**src/rtl/vedic_arith_pkg.sv**
```systemverilog
`default_nettype none
// ============================================================================
//  Module      : vedic_arith_pkg
//  Description : Shared declarations for the vedic arithmetic unit. Holds the
//                divider state encoding and the power-of-two width check that
//                both the multiplier and the divider use at elaboration.
//  Contents    : div_state_t (IDLE/RUN/DONE), is_pow2()
//  Revision    : 1.0 - initial release
// ============================================================================
package vedic_arith_pkg;

  // Explicit encodings so the state register has a fixed, documented layout.
  localparam logic [1:0] DIV_ST_IDLE = 2'd0;
  localparam logic [1:0] DIV_ST_RUN  = 2'd1;
  localparam logic [1:0] DIV_ST_DONE = 2'd2;

  typedef enum logic [1:0] {
    IDLE = DIV_ST_IDLE,
    RUN  = DIV_ST_RUN,
    DONE = DIV_ST_DONE
  } div_state_t;

  // True when value is a positive power of two.
  function automatic bit is_pow2(input int value);
    return (value > 0) && ((value & (value - 1)) == 0);
  endfunction

endpackage : vedic_arith_pkg
`default_nettype wire

```
**src/rtl/cla_nbit.sv**
```systemverilog
`default_nettype none
// ============================================================================
//  Module      : cla_nbit
//  Description : WIDTH-bit carry-lookahead adder. Carries are produced by a
//                parallel-prefix (Kogge-Stone style) combination of group
//                generate/propagate terms, so the carry depth is log2(WIDTH).
//  Ports       : a, b   - addends (WIDTH)
//                cin    - carry in
//                sum    - a + b + cin, low WIDTH bits
//                cout   - carry out of the top bit
//  Revision    : 1.0 - initial release
// ============================================================================
module cla_nbit #(
  parameter int WIDTH = 64
) (
  input  logic [WIDTH-1:0] a,
  input  logic [WIDTH-1:0] b,
  input  logic             cin,
  output logic [WIDTH-1:0] sum,
  output logic             cout
);

  localparam int LEVELS = (WIDTH > 1) ? $clog2(WIDTH) : 1;

  logic [WIDTH-1:0] w_p_bit;   // per-bit propagate (a ^ b)
  logic [WIDTH-1:0] w_grp_g;   // group generate; after the last level bit i is the carry out of bit i
  logic [WIDTH-1:0] w_grp_p;   // group propagate

  // Carry-in is folded into bit 0's generate, so every group that reaches
  // bit 0 already accounts for it and no separate carry-in path is needed.
  always_comb begin
    w_p_bit    = a ^ b;
    w_grp_g    = a & b;
    w_grp_g[0] = (a[0] & b[0]) | (w_p_bit[0] & cin);
    w_grp_p    = w_p_bit;
    for (int lv = 0; lv < LEVELS; lv++) begin
      // Merge each group with the one 2^lv positions below. Low bits whose
      // span already reaches bit 0 are final: they merge with zero generate
      // and keep their propagate (ones shifted in).
      w_grp_g = w_grp_g | (w_grp_p & (w_grp_g << (1 << lv)));
      w_grp_p = w_grp_p & ((w_grp_p << (1 << lv)) | ~({WIDTH{1'b1}} << (1 << lv)));
    end
  end

  assign sum  = w_p_bit ^ {w_grp_g[WIDTH-2:0], cin};
  assign cout = w_grp_g[WIDTH-1];

endmodule : cla_nbit
`default_nettype wire

```
**src/rtl/vedic_nbit_div.sv**
```systemverilog
`default_nettype none
// ============================================================================
//  Module      : vedic_nbit_div
//  Description : Sequential unsigned restoring radix-2 divider. Divides a
//                2*WIDTH-bit dividend by a WIDTH-bit divisor, one quotient bit
//                per clock, returning WIDTH-bit quotient and remainder. It is
//                the inverse of vedic_nbit_mul: (a*b)/b returns a, rem 0.
//  Ports       : clk, rst_n        - clock, synchronous active-low reset
//                in_valid/in_ready - input handshake (ready only in IDLE)
//                dividend, divisor - operands, sampled on input handshake
//                out_valid/out_ready - output handshake (valid only in DONE)
//                quotient, remainder - registered results
//                div_by_zero       - divisor was zero
//                overflow          - quotient would not fit in WIDTH bits
//  Revision    : 1.0 - initial release
// ============================================================================
module vedic_nbit_div
  import vedic_arith_pkg::*;
#(
  parameter int WIDTH = 64
) (
  input  logic                 clk,
  input  logic                 rst_n,
  input  logic                 in_valid,
  output logic                 in_ready,
  input  logic [2*WIDTH-1:0]   dividend,
  input  logic [WIDTH-1:0]     divisor,
  output logic                 out_valid,
  input  logic                 out_ready,
  output logic [WIDTH-1:0]     quotient,
  output logic [WIDTH-1:0]     remainder,
  output logic                 div_by_zero,
  output logic                 overflow
);

  localparam int                CNT_W     = $clog2(WIDTH) + 1;
  localparam logic [CNT_W-1:0]  LAST_ITER = CNT_W'(WIDTH - 1);

  // --------------------------------------------------------------------------
  // Elaboration-time width check
  // --------------------------------------------------------------------------
  generate
    if (!is_pow2(WIDTH) || (WIDTH < 2)) begin : g_bad_width
      $fatal(1, "vedic_nbit_div: WIDTH must be a power of two and at least 2");
    end
  endgenerate

  // --------------------------------------------------------------------------
  // State
  // --------------------------------------------------------------------------
  div_state_t         r_state;
  logic [WIDTH-1:0]   r_div;        // latched divisor D
  logic [WIDTH-1:0]   r_rem;        // partial remainder R
  logic [WIDTH-1:0]   r_q;          // quotient shifter Q (starts as dividend low half)
  logic [CNT_W-1:0]   r_cnt;        // iterations completed
  logic [WIDTH-1:0]   r_quotient;
  logic [WIDTH-1:0]   r_remainder;
  logic               r_dbz;
  logic               r_ovf;

  // --------------------------------------------------------------------------
  // One restoring iteration
  // --------------------------------------------------------------------------
  logic [WIDTH-1:0]   w_shift;      // low WIDTH bits of {R, Q[W-1]}
  logic [WIDTH-1:0]   w_diff;
  logic               w_cout;
  logic               w_sub_ok;
  logic [WIDTH-1:0]   w_rem_next;
  logic [WIDTH-1:0]   w_q_next;

  assign w_shift = {r_rem[WIDTH-2:0], r_q[WIDTH-1]};

  // w_shift - D computed as w_shift + ~D + 1.
  cla_nbit #(
    .WIDTH (WIDTH)
  ) u_trial_sub (
    .a    (w_shift),
    .b    (~r_div),
    .cin  (1'b1),
    .sum  (w_diff),
    .cout (w_cout)
  );

  // The shifted remainder is WIDTH+1 bits wide. If its top bit (R[W-1]) is
  // set it certainly exceeds D; otherwise the carry out says w_shift >= D.
  // In the first case the WIDTH-bit difference is still exact because the
  // true result is below D.
  assign w_sub_ok   = r_rem[WIDTH-1] | w_cout;
  assign w_rem_next = w_sub_ok ? w_diff : w_shift;
  assign w_q_next   = {r_q[WIDTH-2:0], w_sub_ok};

  // --------------------------------------------------------------------------
  // Control and datapath registers
  // --------------------------------------------------------------------------
  always_ff @(posedge clk) begin
    if (!rst_n) begin
      r_state     <= IDLE;
      r_div       <= '0;
      r_rem       <= '0;
      r_q         <= '0;
      r_cnt       <= '0;
      r_quotient  <= '0;
      r_remainder <= '0;
      r_dbz       <= 1'b0;
      r_ovf       <= 1'b0;
    end else begin
      case (r_state)
        IDLE: begin
          if (in_valid) begin
            r_div <= divisor;
            r_rem <= dividend[2*WIDTH-1:WIDTH];
            r_q   <= dividend[WIDTH-1:0];
            r_cnt <= '0;
            r_dbz <= 1'b0;
            r_ovf <= 1'b0;
            if (divisor == '0) begin
              r_dbz       <= 1'b1;
              r_quotient  <= '1;
              r_remainder <= dividend[WIDTH-1:0];
              r_state     <= DONE;
            end else if (dividend[2*WIDTH-1:WIDTH] >= divisor) begin
              // High half already >= D: quotient needs more than WIDTH bits.
              r_ovf       <= 1'b1;
              r_quotient  <= '0;
              r_remainder <= '0;
              r_state     <= DONE;
            end else begin
              r_state <= RUN;
            end
          end
        end

        RUN: begin
          r_rem <= w_rem_next;
          r_q   <= w_q_next;
          r_cnt <= r_cnt + CNT_W'(1);
          // The last iteration writes its results straight to the outputs.
          if (r_cnt == LAST_ITER) begin
            r_quotient  <= w_q_next;
            r_remainder <= w_rem_next;
            r_state     <= DONE;
          end
        end

        DONE: begin
          if (out_ready) begin
            r_state <= IDLE;
          end
        end

        default: begin
          r_state <= IDLE;
        end
      endcase
    end
  end

  // --------------------------------------------------------------------------
  // Outputs (handshake flags decode from state only)
  // --------------------------------------------------------------------------
  assign in_ready    = (r_state == IDLE);
  assign out_valid   = (r_state == DONE);
  assign quotient    = r_quotient;
  assign remainder   = r_remainder;
  assign div_by_zero = r_dbz;
  assign overflow    = r_ovf;

endmodule : vedic_nbit_div
`default_nettype wire

```
**config.mk**
```make
export PLATFORM = sky130hd
export DESIGN_NAME = vedic_nbit_div
export DESIGN_NICKNAME = d
export VERILOG_FILES = /design/src/rtl/vedic_arith_pkg.sv /design/src/rtl/cla_nbit.sv /design/src/rtl/vedic_nbit_div.sv
export SDC_FILE = /design/constraint.sdc
export NUM_CORES = 1
export LEC_CHECK = 0
export CORE_AREA = 8 8 232 234
export CTS_BUF_LIST = sky130_fd_sc_hd__clkbuf_4 sky130_fd_sc_hd__clkbuf_8 sky130_fd_sc_hd__clkbuf_16
export DETAILED_ROUTE_END_ITERATION = 7
export DIE_AREA = 0 0 240 242
export PLACE_DENSITY = 0.67
export SYNTH_ARGS = -nofsm -noshare
export SYNTH_HDL_FRONTEND = slang
export SYNTH_SLANG_ARGS = --single-unit
```
**constraint.sdc**
```tcl
create_clock -name clk -period 4.6 [get_ports clk]
set_input_delay 1.15 -clock clk [delete_from_list [all_inputs] [get_ports clk]]
set_output_delay 1.15 -clock clk [all_outputs]
set_load 0.02 [all_outputs]
```
==> impl_metrics.csv <==
group,metric,value,unit
layout,area_growth,29.94,%
logic_synthesis,postSynthAreaPerCell,7.570,sq um
placement,io_buffers,327,
logic_synthesis,ys.flop_type,"dfxtp_1",
clocking,insertion_delay,560,ps
critical_path,critPathSlowestCell,"clkdlybuf4s50_1",
timing,slew_headroom,31.60,%
critical_path,r2r_start,"r_q[63]",
worst_hold_path,min_from,"r_q[0]",
clocking,clock_sinks,331,
clocking,cts_root_buf,"clkbuf_16",
floorplan,rows,83,
global_route,grt_antenna_before_repair,4,
critical_path,r2r-end,"r_rem[30]",
run_status,status,"finished, final reports clean",
timing,min_period,4358,ps
timing,hold_viol,0,
worst_hold_path,whs_path_depth,2,
clocking,numCtsBuffers,37,
route,vias,21320,
floorplan,fp.dieH,242,um
clocking,clockBufferDepth,3,
timing,grt_setup_unrepaired,"no",
route,ant_nets,0,
clocking,cts_setup_buffers,0,
layout,final_layout_size_suffix_gt1_share,9.761,%
logic_synthesis,seq_area_frac_synth,33.59,%
power_and_ir_drop,max-vdd-ir-drop,0.2503,mV
layout,post-route-util,50.79,%
timing,finalSetupViolCount,0,
timing,slew_violations,0,
power_and_ir_drop,power_density,473.5,nW/um^2
critical_path,worstPathArrival,4840,ps
critical_path,cp_max_fo,7,
clocking,postCtsResizedCells,0,
floorplan,core_area,50470,sq um
placement,hpwl,63.26,mm
clocking,htree_levels,2,
clocking,tritoncts,"done",
critical_path,end_kind,"flop",
critical_path,crit_chain,"clkdlybuf4s50_1 -> ha_1 -> a21o_1 -> a21o_1 -> a221oi_1 -> o21ai_0 -> a22oi_1 -> nand3_1 -> a21bo_4 -> buf_4 -> a21boi_0 -> a2111o_1 -> a31oi_1",
route,wire_per_inst,22.97,um
route,finalWirelength,82.98,mm
logic_synthesis,syn_area,19730,sq um
global_route,grt_max_degree,182,
clocking,ctsHoldBuffers,0,
power_and_ir_drop,leakage,10.14,nW
timing,fmax,229.5,MHz
timing,fin_crit_sh,94.74,%
critical_path,rr_worst_depth,14,
route,drc,0,
worst_hold_path,min_to,"r_q[0]",
global_route,grt_use_total,27.26,%
critical_path,worstSetupPathType,"input pin to flop",
clocking,clk_pin_slew,60,ps
worst_hold_path,holdCritPathClass,"flop to flop",
logic_synthesis,async_flop_share,0,%
timing,fin_skew,17.18,ps
logic_synthesis,synth_cells,2606,
placement,placedCellCount,3547,
logic_synthesis,synth_edf_count,0,
logic_synthesis,synth-seq-cells,331,
floorplan,start_util,39.08,%
floorplan,die_w,240,um
flow_run,drv_cap,0,
critical_path,crit_top_cell,"a21o_1",
global_route,grt_pass1_vias,20440,
placement,place.gp.congestion,0.9252,
layout,fin_cells,3613,
route,viasPerCell,5.900,
logic_synthesis,ys_types,87,
layout,final_nets,3232,
critical_path,timing.critical_path.required,5080,ps
timing,worst_pin_slew,1013,ps
global_route,overflow,0,
global_route,grt_pass1_wl,125.3,mm
critical_path,critical_path.max_stage_delay,520,ps
floorplan,io_pins,328,
critical_path,start_kind,"input pin",
route,drt_iter0_markers,2342,
floorplan,die_area,58080,sq um
route,dr.pass1.iters,6,
logic_synthesis,synth_fp_nets,2932,
critical_path,r2r_slack,330,ps
logic_synthesis,yosysWarnings,0,
==> Yosys cell counts (4+ instances only) <==
cell | count | share of area [%]
nor4_1 | 25 | 0.79
nand2b_1 | 10 | 0.32
clkbuf_1 | 173 | 3.3
o221ai_1 | 9 | 0.40
xor2_1 | 22 | 0.98
mux2_2 | 12 | 0.69
nor3_1 | 31 | 0.79
o21bai_1 | 20 | 0.76
a21boi_0 | 7 | 0.27
nand3_1 | 73 | 1.9
or3_1 | 5 | 0.16
o22ai_1 | 6 | 0.19
nor2b_1 | 9 | 0.29
a21o_1 | 65 | 2.5
nand4_1 | 40 | 1.3
and2_1 | 9 | 0.29
a211oi_1 | 15 | 0.57
o21a_1 | 9 | 0.34
nor2_1 | 142 | 2.7
a211o_1 | 5 | 0.22
a21oi_1 | 322 | 8.2
dfxtp_1 | 331 | 34
mux2i_1 | 6 | 0.30
ha_1 | 129 | 8.2
a31oi_1 | 78 | 2.5
o31ai_1 | 4 | 0.15
o211ai_1 | 17 | 0.65
a311oi_1 | 72 | 3.2
xnor2_1 | 30 | 1.3
buf_1 | 18 | 0.34
a22oi_1 | 9 | 0.34
a221oi_1 | 7 | 0.31
and3_1 | 10 | 0.32
o221a_2 | 44 | 2.5
a41oi_1 | 5 | 0.22
inv_1 | 152 | 2.9
o21ai_0 | 192 | 4.9
buf_2 | 7 | 0.18
nand2_1 | 414 | 7.9
==> how the worst max path moves through the flow <==
stage,endpoint,slack (ps),start
floorplan,remainder[41],860,divisor[14]
global placement,remainder[63],-350,divisor[32]
detailed placement,quotient[16],-380,divisor[32]
CTS,quotient[16],170,divisor[32]
global route,remainder[63],20,dividend[109]
finish,remainder[63],240,dividend[109]
==> stage by stage <==
stage	instance area [sq um]	power, mW	hold WS, ps	TNS (ps)	setup WS, ps
after global placement	24420	9.025	444.5	-32920	-354.1
after CTS	25620	12.08	454.3	0	173.2
after detailed placement	24420	9.069	445.6	-33050	-376.8
after global routing	25630	12.80	473.4	0	17.17
after floorplan	19730	7.067	432.1	0	864.3
final	25630	12.14	452.9	0	242.1
==> layout by cell type, fill, tap and decap left out, drive strengths merged, types with 6 or more instances in the layout <==
cell / Yosys / final
a2111oi: 7 / 7
a211oi: 17 / 17
a21boi: 7 / 7
a21o: 65 / 65
a21oi: 323 / 323
a221oi: 8 / 8
a22oi: 9 / 9
a311oi: 72 / 72
a31oi: 79 / 79
and2: 12 / 12
and3: 10 / 10
buf: 29 / 137
clkbuf: 173 / 54
clkdlybuf4s50: 0 / 326
dfxtp: 331 / 331
ha: 129 / 129
inv: 152 / 153
mux2: 12 / 12
mux2i: 6 / 6
nand2: 414 / 414
nand2b: 10 / 10
nand3: 73 / 73
nand4: 40 / 40
nor2: 144 / 144
nor2b: 9 / 9
nor3: 31 / 31
nor4: 26 / 26
o211ai: 17 / 17
o21a: 9 / 9
o21ai: 194 / 194
o21bai: 20 / 20
o221a: 44 / 44
o221ai: 9 / 9
o22ai: 6 / 6
xnor2: 30 / 30
xor2: 22 / 22
==> worst max-delay path, delay by kind of cell <==
family	cells	cell delay (ps)
AOI/OAI and AO/OA	9	2380
and+or+nand+nor	1	250
buffers and inverters	2	690
adders and majority gates	1	370
==> layer usage <==
layer  track usage (%)  vias to the layer above  wire length (um)
li1                  -                    10020                 -
met1             37.81                    10260             37470
met2             41.64                      882             36050
met3             4.572                      152              6058
met4             10.65                        2              3378
met5                 0                        -                13
==> area by class of cell <==
cell class	count	area (sq um)
multi-input combinational	1921	11810
antenna	3	7.507
timing repair buffer	463	4567
clock buffer	54	1116
fill	4903	24840
inverter	152	573.1
clock inverter	9	85.08
tap	680	850.8
sequential	331	6626
==> flip-flops by register name, summed over array words and instances, names as in the netlist <==
name	flops
overflow	1
remainder	64
r_q	64
quotient	64
r_cnt	7
r_div	64
r_rem	64
div_by_zero	1
r_state	2
==> cells by family (layout without fill, tap and decap cells) <==
group                      Yosys count  count (layout)  share of synthesized area [%]
DFF                                331             331                          33.59
and+or+nand+nor                    793             793                          17.64
buffers and inverters              354             678                          6.876
adders and majority gates          130             130                          8.284
muxes                               18              18                         0.9895
other                                0               3                              0
xor gates and xnor gates            52              52                          2.309
AOI/OAI and AO/OA                  928             928                          30.31
==> where the power goes <==
part	leakage [nW]	total, mW	internal, mW	switching (mW)
clock	0.595	2.99	1.74	1.26
sequential	2.73	3.54	3.26	0.281
combinational	6.82	5.61	2.16	3.44
total	10.1	12.1	7.16	4.98
No activity file was read; power rests on OpenSTA's default activity.
